<file path="config.mk">
export PLATFORM = sky130hd
export DESIGN_NAME = mem_arbiter_flat
export DESIGN_NICKNAME = d
export VERILOG_FILES = /design/src/rtl/mem_arbiter_if.sv /design/src/rtl/mem_arbiter.sv /design/src/flat_wrapper.sv
export SDC_FILE = /design/constraint.sdc
export NUM_CORES = 1
export LEC_CHECK = 0
export CORE_AREA = 3 3 191 193
export DETAILED_ROUTE_END_ITERATION = 10
export DIE_AREA = 0 0 194 196
export SLEW_MARGIN = 20
export SYNTH_ARGS = -nofsm -noshare
export SYNTH_HDL_FRONTEND = slang
export SYNTH_SLANG_ARGS = --single-unit
</file>
<file path="constraint.sdc">
create_clock -name clk -period 1.47 [get_ports clk]
set_input_delay 0.147 -clock clk [delete_from_list [all_inputs] [get_ports clk]]
set_output_delay 0.147 -clock clk [all_outputs]
set_load 0.02 [all_outputs]
</file>
<file path="src/rtl/mem_arbiter_if.sv">
// Bus bundle between the cacheline adapters, the arbiter and backing memory.
// The master side drives requests and the memory return; the slave side is the arbiter.
interface mem_arbiter_if #(
  parameter int NUM_PORTS  = 2,
  parameter int ADDR_WIDTH = 32,
  parameter int DATA_WIDTH = 64
);
  logic [NUM_PORTS*ADDR_WIDTH-1:0] p_address;
  logic [NUM_PORTS-1:0]            p_read;
  logic [NUM_PORTS-1:0]            p_write;
  logic [NUM_PORTS*DATA_WIDTH-1:0] p_wdata;
  logic [NUM_PORTS*DATA_WIDTH-1:0] p_rdata;
  logic [NUM_PORTS-1:0]            p_resp;
  logic [ADDR_WIDTH-1:0]           bmem_address;
  logic                            bmem_read;
  logic                            bmem_write;
  logic [DATA_WIDTH-1:0]           bmem_wdata;
  logic [DATA_WIDTH-1:0]           bmem_rdata;
  logic                            bmem_resp;
  logic [NUM_PORTS-1:0]            arb_grant;
  logic                            arb_busy;

  modport master (
    output p_address, p_read, p_write, p_wdata, bmem_rdata, bmem_resp,
    input  p_rdata, p_resp, bmem_address, bmem_read, bmem_write, bmem_wdata,
    input  arb_grant, arb_busy
  );

  modport slave (
    input  p_address, p_read, p_write, p_wdata, bmem_rdata, bmem_resp,
    output p_rdata, p_resp, bmem_address, bmem_read, bmem_write, bmem_wdata,
    output arb_grant, arb_busy
  );
endinterface

</file>
<file path="src/rtl/mem_arbiter.sv">
// N-port burst arbiter for a single backing memory: one owner per burst,
// round-robin or fixed priority, with a mandatory idle cycle between bursts.
module mem_arbiter #(
  parameter int NUM_PORTS  = 2,
  parameter int ADDR_WIDTH = 32,
  parameter int DATA_WIDTH = 64,
  parameter int BURST_LEN  = 4,
  parameter int RR_MODE    = 1
) (
  input  logic         clk,
  input  logic         rst,
  mem_arbiter_if.slave bus
);
  localparam int IDX_W = $clog2(NUM_PORTS);
  localparam int CNT_W = $clog2(BURST_LEN + 1);

  typedef enum logic {IDLE = 1'b0, BUSY = 1'b1} state_t;

  state_t                state_reg, state_next;
  logic [IDX_W-1:0]      owner_reg, owner_next;
  logic [IDX_W-1:0]      rr_ptr_reg, rr_ptr_next;
  logic [CNT_W-1:0]      beat_reg, beat_next;
  logic [IDX_W-1:0]      pick;
  logic                  found;
  logic                  busy;
  logic [NUM_PORTS-1:0]  req;
  logic [NUM_PORTS-1:0]  grant;
  logic [ADDR_WIDTH-1:0] addr_arr  [NUM_PORTS];
  logic [DATA_WIDTH-1:0] wdata_arr [NUM_PORTS];

  assign busy = (state_reg == BUSY);

  genvar gi;
  generate
    for (gi = 0; gi < NUM_PORTS; gi++) begin : g_port
      assign req[gi]       = bus.p_read[gi] | bus.p_write[gi];
      assign addr_arr[gi]  = bus.p_address[gi*ADDR_WIDTH +: ADDR_WIDTH];
      assign wdata_arr[gi] = bus.p_wdata[gi*DATA_WIDTH +: DATA_WIDTH];
      assign grant[gi]     = busy && (owner_reg == IDX_W'(gi));
    end
  endgenerate

  // Search starts at rr_ptr (or port 0) and wraps; first requester wins.
  always_comb begin
    int idx;
    idx   = 0;
    pick  = '0;
    found = 1'b0;
    for (int k = 0; k < NUM_PORTS; k++) begin
      idx = (RR_MODE != 0) ? int'(rr_ptr_reg) + k : k;
      if (idx >= NUM_PORTS) idx = idx - NUM_PORTS;
      if (!found && req[idx[IDX_W-1:0]]) begin
        pick  = idx[IDX_W-1:0];
        found = 1'b1;
      end
    end
  end

  always_comb begin
    state_next  = state_reg;
    owner_next  = owner_reg;
    rr_ptr_next = rr_ptr_reg;
    beat_next   = beat_reg;
    case (state_reg)
      IDLE: begin
        if (found) begin
          state_next = BUSY;
          owner_next = pick;
          beat_next  = '0;
        end
      end
      BUSY: begin
        if (bus.bmem_resp) begin
          if (beat_reg == CNT_W'(BURST_LEN - 1)) begin
            state_next = IDLE;
            beat_next  = '0;
            if (RR_MODE != 0)
              rr_ptr_next = (owner_reg == IDX_W'(NUM_PORTS - 1)) ? '0 : owner_reg + 1'b1;
          end else begin
            beat_next = beat_reg + 1'b1;
          end
        end
      end
      default: state_next = IDLE;
    endcase
  end

  always_ff @(posedge clk) begin
    if (rst) begin
      state_reg  <= IDLE;
      owner_reg  <= '0;
      rr_ptr_reg <= '0;
      beat_reg   <= '0;
    end else begin
      state_reg  <= state_next;
      owner_reg  <= owner_next;
      rr_ptr_reg <= rr_ptr_next;
      beat_reg   <= beat_next;
    end
  end

  // Memory side follows the owner combinationally; a read+write request is treated as a read.
  always_comb begin
    bus.bmem_address = '0;
    bus.bmem_read    = 1'b0;
    bus.bmem_write   = 1'b0;
    bus.bmem_wdata   = '0;
    if (busy) begin
      bus.bmem_address = addr_arr[owner_reg];
      bus.bmem_read    = bus.p_read[owner_reg];
      bus.bmem_write   = bus.p_write[owner_reg] & ~bus.p_read[owner_reg];
      bus.bmem_wdata   = wdata_arr[owner_reg];
    end
  end

  always_comb begin
    bus.p_resp  = '0;
    bus.p_rdata = '0;
    for (int i = 0; i < NUM_PORTS; i++) begin
      if (grant[i]) begin
        bus.p_resp[i]                           = bus.bmem_resp;
        bus.p_rdata[i*DATA_WIDTH +: DATA_WIDTH] = bus.bmem_rdata;
      end
    end
  end

  assign bus.arb_grant = grant;
  assign bus.arb_busy  = busy;
endmodule

</file>
<file path="src/flat_wrapper.sv">
// flat-port wrapper written by rule: the top's interface ports become plain ports
module mem_arbiter_flat 
#(
  parameter int NUM_PORTS  = 2,
  parameter int ADDR_WIDTH = 32,
  parameter int DATA_WIDTH = 64,
  parameter int BURST_LEN  = 4,
  parameter int RR_MODE    = 1
)
  (clk, rst, bus_p_address, bus_p_read, bus_p_write, bus_p_wdata, bus_bmem_rdata, bus_bmem_resp, bus_p_rdata, bus_p_resp, bus_bmem_address, bus_bmem_read, bus_bmem_write, bus_bmem_wdata, bus_arb_grant, bus_arb_busy);
  mem_arbiter_if #(.NUM_PORTS(NUM_PORTS), .ADDR_WIDTH(ADDR_WIDTH), .DATA_WIDTH(DATA_WIDTH)) bus_i ();
  input  logic clk;
  input  logic rst;
  input wire logic [$bits(bus_i.p_address)-1:0] bus_p_address;
  input wire logic [$bits(bus_i.p_read)-1:0] bus_p_read;
  input wire logic [$bits(bus_i.p_write)-1:0] bus_p_write;
  input wire logic [$bits(bus_i.p_wdata)-1:0] bus_p_wdata;
  input wire logic [$bits(bus_i.bmem_rdata)-1:0] bus_bmem_rdata;
  input wire logic [$bits(bus_i.bmem_resp)-1:0] bus_bmem_resp;
  output wire logic [$bits(bus_i.p_rdata)-1:0] bus_p_rdata;
  output wire logic [$bits(bus_i.p_resp)-1:0] bus_p_resp;
  output wire logic [$bits(bus_i.bmem_address)-1:0] bus_bmem_address;
  output wire logic [$bits(bus_i.bmem_read)-1:0] bus_bmem_read;
  output wire logic [$bits(bus_i.bmem_write)-1:0] bus_bmem_write;
  output wire logic [$bits(bus_i.bmem_wdata)-1:0] bus_bmem_wdata;
  output wire logic [$bits(bus_i.arb_grant)-1:0] bus_arb_grant;
  output wire logic [$bits(bus_i.arb_busy)-1:0] bus_arb_busy;
  assign bus_i.p_address = bus_p_address;
  assign bus_i.p_read = bus_p_read;
  assign bus_i.p_write = bus_p_write;
  assign bus_i.p_wdata = bus_p_wdata;
  assign bus_i.bmem_rdata = bus_bmem_rdata;
  assign bus_i.bmem_resp = bus_bmem_resp;
  assign bus_p_rdata = bus_i.p_rdata;
  assign bus_p_resp = bus_i.p_resp;
  assign bus_bmem_address = bus_i.bmem_address;
  assign bus_bmem_read = bus_i.bmem_read;
  assign bus_bmem_write = bus_i.bmem_write;
  assign bus_bmem_wdata = bus_i.bmem_wdata;
  assign bus_arb_grant = bus_i.arb_grant;
  assign bus_arb_busy = bus_i.arb_busy;
  mem_arbiter #(.NUM_PORTS(NUM_PORTS), .ADDR_WIDTH(ADDR_WIDTH), .DATA_WIDTH(DATA_WIDTH), .BURST_LEN(BURST_LEN), .RR_MODE(RR_MODE)) u_core (.clk(clk), .rst(rst), .bus(bus_i));
endmodule
</file>
==> impl_metrics.env, run 1 <==
export IMPL_cts_tree="done"
export IMPL_root_buffer="clkbuf_16"
export IMPL_synthCells=411
export IMPL_async_reset_ff_frac=0
export IMPL_overflow=0
export IMPL_reg2reg_setup_slack_ns=0.07
export IMPL_die_h_microns=196
export IMPL_dieArea_sq_mm=0.03802
export IMPL_drt_initial_drc_count=122
export IMPL_vdd_drop_max_v=0.0004686
export IMPL_violations="negative setup slack"
export IMPL_worst_pin_slew_ns=0.4567
export IMPL_instances_no_fill=1414
export IMPL_nFillCells=3689
export IMPL_yosys_area_top_type="mux2i_1"
export IMPL_gp_congestion=0.8634
export IMPL_largest_reg_flops=3
export IMPL_max_slew_margin=0.6956
export IMPL_r2r_start="u_core.owner_reg"
export IMPL_rsz0062_at_grt="yes"
export IMPL_wl_per_cell_microns=17.40
export IMPL_final_setup_tns_ns=-25.78
export IMPL_path_class="reg2out"
export IMPL_clk_pin_slew_ns=0.04
export IMPL_synth_ff_type="dfxtp_1"
export IMPL_powerDensity_mw_per_mm2=347.3
export IMPL_nets=1224
export IMPL_synth_warnings=0
export IMPL_ant_nets=0
export IMPL_cap_violations=0
export IMPL_wirelength_microns=24600
export IMPL_num_antenna_cells=0
export IMPL_setup_viol=188
export IMPL_rows=68
export IMPL_hold_buffers=0
export IMPL_hold_start="bus_p_read[0]"
export IMPL_route_detailed_drc=0
export IMPL_grt_pass1_wl_microns=33520
export IMPL_synthesis_area_sq_mm=0.002684
export IMPL_pin_count=494
export IMPL_grt_max_degree=87
export IMPL_end_kind="output port"
export IMPL_synth_top_area_share=0.3655
export IMPL_cts_sinks=6
export IMPL_vias=5295
export IMPL_viasPerCell=3.745
export IMPL_clockBufferDepth=2
export IMPL_placed_cells=1353
export IMPL_final_cell_area_sq_mm=0.009977
export IMPL_holdCritPathClass="in2reg"
export IMPL_startpoint_type="flop"
export IMPL_drt_pass1_iterations=4
export IMPL_core_sq_mm=0.03471
export IMPL_syn_nets=675
export IMPL_leakage_nw=4.259
export IMPL_numCtsBuffers=3
export IMPL_synth_avg_cell_area_sq_um=6.530
export IMPL_initial_core_util=0.07731
export IMPL_antenna_found_initial=0
export IMPL_worstPathMaxFanout=6
export IMPL_htreeDepth=1
export IMPL_crit_required_ns=1.32
export IMPL_p_total_mw=3.465
export IMPL_setup_slack_ns=-0.2784
export IMPL_outcome="complete, but fails checks"
export IMPL_critical_path_arrival_ns=1.60
export IMPL_ys_ff_latch=6
export IMPL_placement_io_buffers=493
export IMPL_setup_worst_path_start="u_core.owner_reg"
export IMPL_period_share=1.189
export IMPL_hold_violations=0
export IMPL_drive_gt1_frac=0.4891
export IMPL_dp_hpwl_microns=16670
export IMPL_syn_to_final_growth_pct=271.7
export IMPL_ys_types=22
export IMPL_die_x_microns=194
export IMPL_hold_slack_ns=0.3868
export IMPL_first_global_vias=5340
export IMPL_placed_area_sq_mm=0.008423
export IMPL_final_core_util=0.2874
export IMPL_synth_most_common_cell="and3_1"
export IMPL_min_period_ns=1.748
export IMPL_grt_usage=0.1122
export IMPL_synthTopCellsByArea="mux2i_1, and3_1, nor2_1"
export IMPL_synth_edf_count=0
export IMPL_fmaxAchievable_mhz=572.0
export IMPL_synth_top_cells_by_count="and3_1, nor2_1, mux2i_1"
export IMPL_insertion_delay_ns=0.23
export IMPL_final_max_slew_viol_count=0
export IMPL_ys_seq_area_frac=0.04476
export IMPL_skew_ns=0.004814
export IMPL_place_ws_ns=-0.4529
## logic make-up (layout without fill, tap and decap cells)
group / Yosys count / after routing / share of synthesized area
DFF: 6 / 6 / 0.04476
muxes: 98 / 98 / 0.3655
adders and majority gates: 1 / 1 / 0.004661
and+or+nand+nor: 244 / 244 / 0.4704
buffers and inverters: 55 / 603 / 0.09138
AOI/OAI and AO/OA: 7 / 7 / 0.02331
## power by group
group | internal, mW | leakage (nW) | switching (mW)
clock | 0.360 | 0.0382 | 0.0962
sequential | 0.167 | 0.0501 | 0.00652
combinational | 1.65 | 4.17 | 1.19
## path summary, 6_finish.rpt
path / to / cells after the start
worst min register to register: u_core.beat_reg[2] / 1
worst max-delay path: bus_bmem_wdata[4] / 7
worst max register to register: u_core.rr_ptr_reg / 7
worst min-delay path: u_core.owner_reg / 5
## what timing repair did
action	4_1_cts	5_1_grt
setup buffers	29	21
gates resized for setup	1164	273
pin swaps	4	12
gates cloned	16	3
endpoints found under the setup margin	235	226
## critical path, cell delays in order (launching register included)
cell and delay [ns]:
dfxtp_4 0.35, buf_12 0.13, buf_12 0.13, buf_16 0.14, buf_8 0.13, mux2i_2 0.15, nor2_2 0.17, buf_6 0.15
## placed cells by master, fill, tap and decap left out, drive strengths merged
cell type,count
buf,330
mux2i,98
inv,1
nor4,1
or4,1
o2bb2ai,1
clkbuf,7
nand4b,1
dlygate4sd2,1
clkdlybuf4s15,1
o32a,1
nor2,107
nor2b,1
a21oi,1
dlymetal6s2s,2
clkdlybuf4s50,259
nand3,1
nor4b,1
dfxtp,6
o21ai,2
and3,129
ha,1
a31o,2
clkinvlp,1
clkinv,1
nand2,2
## area by class of cell
cell class	instances	area [sq um]	share of cell area
repair buffers	596	6213	0.6228
clock buffers	4	78.83	0.007901
flip-flops and latches	6	127.6	0.01279
inverters	3	16.27	0.001630
well taps	455	569.3	0.05706
multi-input cells	350	2972	0.2978
## metal layers
metal | global-route usage | wire (microns)
met2 | 0.2022 | 12760
met3 | 0.02490 | 1628
met4 | 0.02793 | 367
met5 | 0 | 0
met1 | 0.1354 | 9843
Power figures use the tool's default switching activity.
==> run 2: changes to the inputs <==
--- a/config.mk
+++ b/config.mk
@@ -5,9 +5,12 @@
 export SDC_FILE = /design/constraint.sdc
 export NUM_CORES = 1
 export LEC_CHECK = 0
-export CORE_AREA = 3 3 191 193
+export CELL_PAD_IN_SITES_DETAIL_PLACEMENT = 1
+export CELL_PAD_IN_SITES_GLOBAL_PLACEMENT = 2
+export CORE_AREA = 3 3 189 191
 export DETAILED_ROUTE_END_ITERATION = 10
-export DIE_AREA = 0 0 194 196
+export DIE_AREA = 0 0 192 194
+export PLACE_DENSITY_LB_ADDON = 0.1
 export SLEW_MARGIN = 20
 export SYNTH_ARGS = -nofsm -noshare
 export SYNTH_HDL_FRONTEND = slang
==> run 2 against run 1 <==
Against the previous run: the run still ends with negative setup slack left; power down 6.9%; clock skew shrank 0.0023 ns; via count decreased by 1.4%; critical endpoint is now bus_bmem_wdata[48]; global-route usage increased by 2.1 points; maximum frequency rose by 6.9%.
==> impl_metrics.env, run 2 (synthesis gave the netlist of run 1 again) <==
export IMPL_outcome="complete, but fails checks"
export IMPL_violations="negative setup slack"
export IMPL_hold_violations=0
export IMPL_holdPathStages=5
export IMPL_worstPathMaxFanout=8
export IMPL_reg2reg_setup_slack_ns=0.16
export IMPL_final_cell_area_sq_mm=0.009339
export IMPL_initial_core_util=0.07827
export IMPL_route_detailed_drc=0
export IMPL_largest_reg_flops=3
export IMPL_period_share=1.113
export IMPL_startpoint_type="flop"
export IMPL_clk_pin_slew_ns=0.04
export IMPL_numCtsBuffers=3
export IMPL_die_x_microns=192
export IMPL_instances_no_fill=1405
export IMPL_rows=68
export IMPL_drt_pass1_iterations=4
export IMPL_setup_viol=174
export IMPL_end_kind="output port"
export IMPL_grt_busiest_layer="met2"
export IMPL_ant_nets=0
export IMPL_grt_max_degree=47
export IMPL_multi_input_area_sq_mm=0.002492
export IMPL_final_core_util=0.2724
export IMPL_r2r_start="u_core.bus.arb_busy"
export IMPL_min_period_ns=1.636
export IMPL_clockBufferDepth=2
export IMPL_htreeDepth=1
export IMPL_vias=5221
export IMPL_grt_usage=0.1332
export IMPL_path_class="reg2out"
export IMPL_leakage_nw=4.192
export IMPL_hold_start="bus_p_read[0]"
export IMPL_die_h_microns=194
export IMPL_antenna_found_initial=3
export IMPL_hold_slack_ns=0.3813
export IMPL_pin_count=494
export IMPL_skew_ns=0.002478
export IMPL_nets=1215
export IMPL_setup_slack_ns=-0.1663
export IMPL_crit_required_ns=1.32
export IMPL_dp_hpwl_microns=22070
export IMPL_grtUsageMet1=0.1209
export IMPL_cap_violations=0
export IMPL_cts_tree="done"
export IMPL_final_max_slew_viol_count=0
export IMPL_vdd_drop_max_v=0.0002270
export IMPL_num_antenna_cells=0
export IMPL_drt_initial_drc_count=100
export IMPL_dieArea_sq_mm=0.03725
export IMPL_seqCellArea_sq_um=127.6
export IMPL_grt_pass1_wl_microns=37280
export IMPL_holdCritPathClass="in2reg"
export IMPL_root_buffer="clkbuf_16"
export IMPL_placement_io_buffers=493
export IMPL_hold_path_end="u_core.owner_reg"
export IMPL_layout_commonest_cell="clkdlybuf4s50_1"
export IMPL_core_sq_mm=0.03429
export IMPL_use_met3=0.05352
export IMPL_syn_to_final_growth_pct=248.0
export IMPL_final_cell_mix="clkdlybuf4s50_1, and3_1, nor2_1, buf_4, mux2i_1"
export IMPL_powerDensity_mw_per_mm2=345.5
export IMPL_rsz0062_at_grt="yes"
export IMPL_gp_congestion=0.7463
export IMPL_wl_per_cell_microns=19.61
export IMPL_r2r_end="u_core.rr_ptr_reg"
export IMPL_fmaxAchievable_mhz=611.1
export IMPL_worst_pin_slew_ns=0.2976
export IMPL_use_met2=0.2762
export IMPL_nFillCells=4012
export IMPL_reg2regPathDepth=6
export IMPL_wirelength_microns=27550
export IMPL_critical_path_arrival_ns=1.49
export IMPL_max_slew_margin=0.7988
export IMPL_hold_buffers=0
export IMPL_viasPerCell=3.716
export IMPL_first_global_vias=5510
export IMPL_placed_area_sq_mm=0.008451
export IMPL_drive_gt1_frac=0.3895
export IMPL_cts_sinks=6
export IMPL_placed_cells=1342
export IMPL_overflow=0
export IMPL_insertion_delay_ns=0.23
==> run 2: cell count changes in the layout (fill, tap and decap cells not counted), moves of 5 or more <==
cell / change
buf_6: -86
mux2i_2: +5
buf_2: +11
and3_1: +87
buf_12: +5
and3_4: -88
clkdlybuf4s15_2: +60
buf_8: -6
==> run 2: metal layers <==
metal  routed length (microns)  up-vias
met4                       198        4
met3                      3195       13
met2                     15230      286
met1                      8899     2394
li1                          -     2524
met5                        27        -
==> run 2: timing repair <==
action,4_1_cts,5_1_grt
gates cloned,9,5
setup endpoints to repair,228,227
resized for setup,850,146
pin swaps,9,27
setup buffers,27,23
==> run 2: per-stage QoR <==
step / power (mW) / worst slack, ns / TNS, ns
2_1_floorplan: 1.063 / -0.03761 / -3.384
3_3_place_gp: 2.693 / -0.3780 / -44.53
3_5_place_dp: 2.675 / -0.3768 / -44.26
4_1_cts: 3.168 / -0.2244 / -23.58
5_1_grt: 3.426 / -0.2580 / -30.62
6_report: 3.226 / -0.1663 / -17.11
==> run 2: cell type report <==
type,count,share of cell area
clock buffer,4,0.008441
multi-input combinational,350,0.2669
tap,455,0.06096
timing repair buffer,587,0.6483
sequential,6,0.01367
inverter,3,0.001742
==> run 2: worst max path at each step <==
stage | from | end | slack [ns] | cells after the start
6_report | u_core.owner_reg | bus_bmem_wdata[48] | -0.17 | 6
3_5_place_dp | bus_p_write[0] | bus_bmem_write | -0.38 | 5
4_1_cts | u_core.owner_reg | bus_bmem_wdata[46] | -0.22 | 6
5_1_grt | u_core.owner_reg | bus_bmem_wdata[48] | -0.26 | 6
2_1_floorplan | u_core.bus.arb_busy | bus_bmem_address[0] | -0.04 | 5
3_3_place_gp | bus_p_write[0] | bus_bmem_write | -0.38 | 5
==> run 2: critical path: stages (launching register included) <==
cell and delay [ns]:
dfxtp_4 0.39, buf_12 0.18, buf_12 0.14, buf_16 0.12, mux2i_1 0.18, nor2_1 0.07
buf_4 0.17
==> run 2: report_power, final <==
part	total, mW	switching [mW]	internal (mW)	leakage, nW
Clock	0.462	0.101	0.361	0.0382
Sequential	0.176	0.00924	0.167	0.0501
Combinational	2.59	1.11	1.48	4.10
Total	3.23	1.22	2.01	4.19
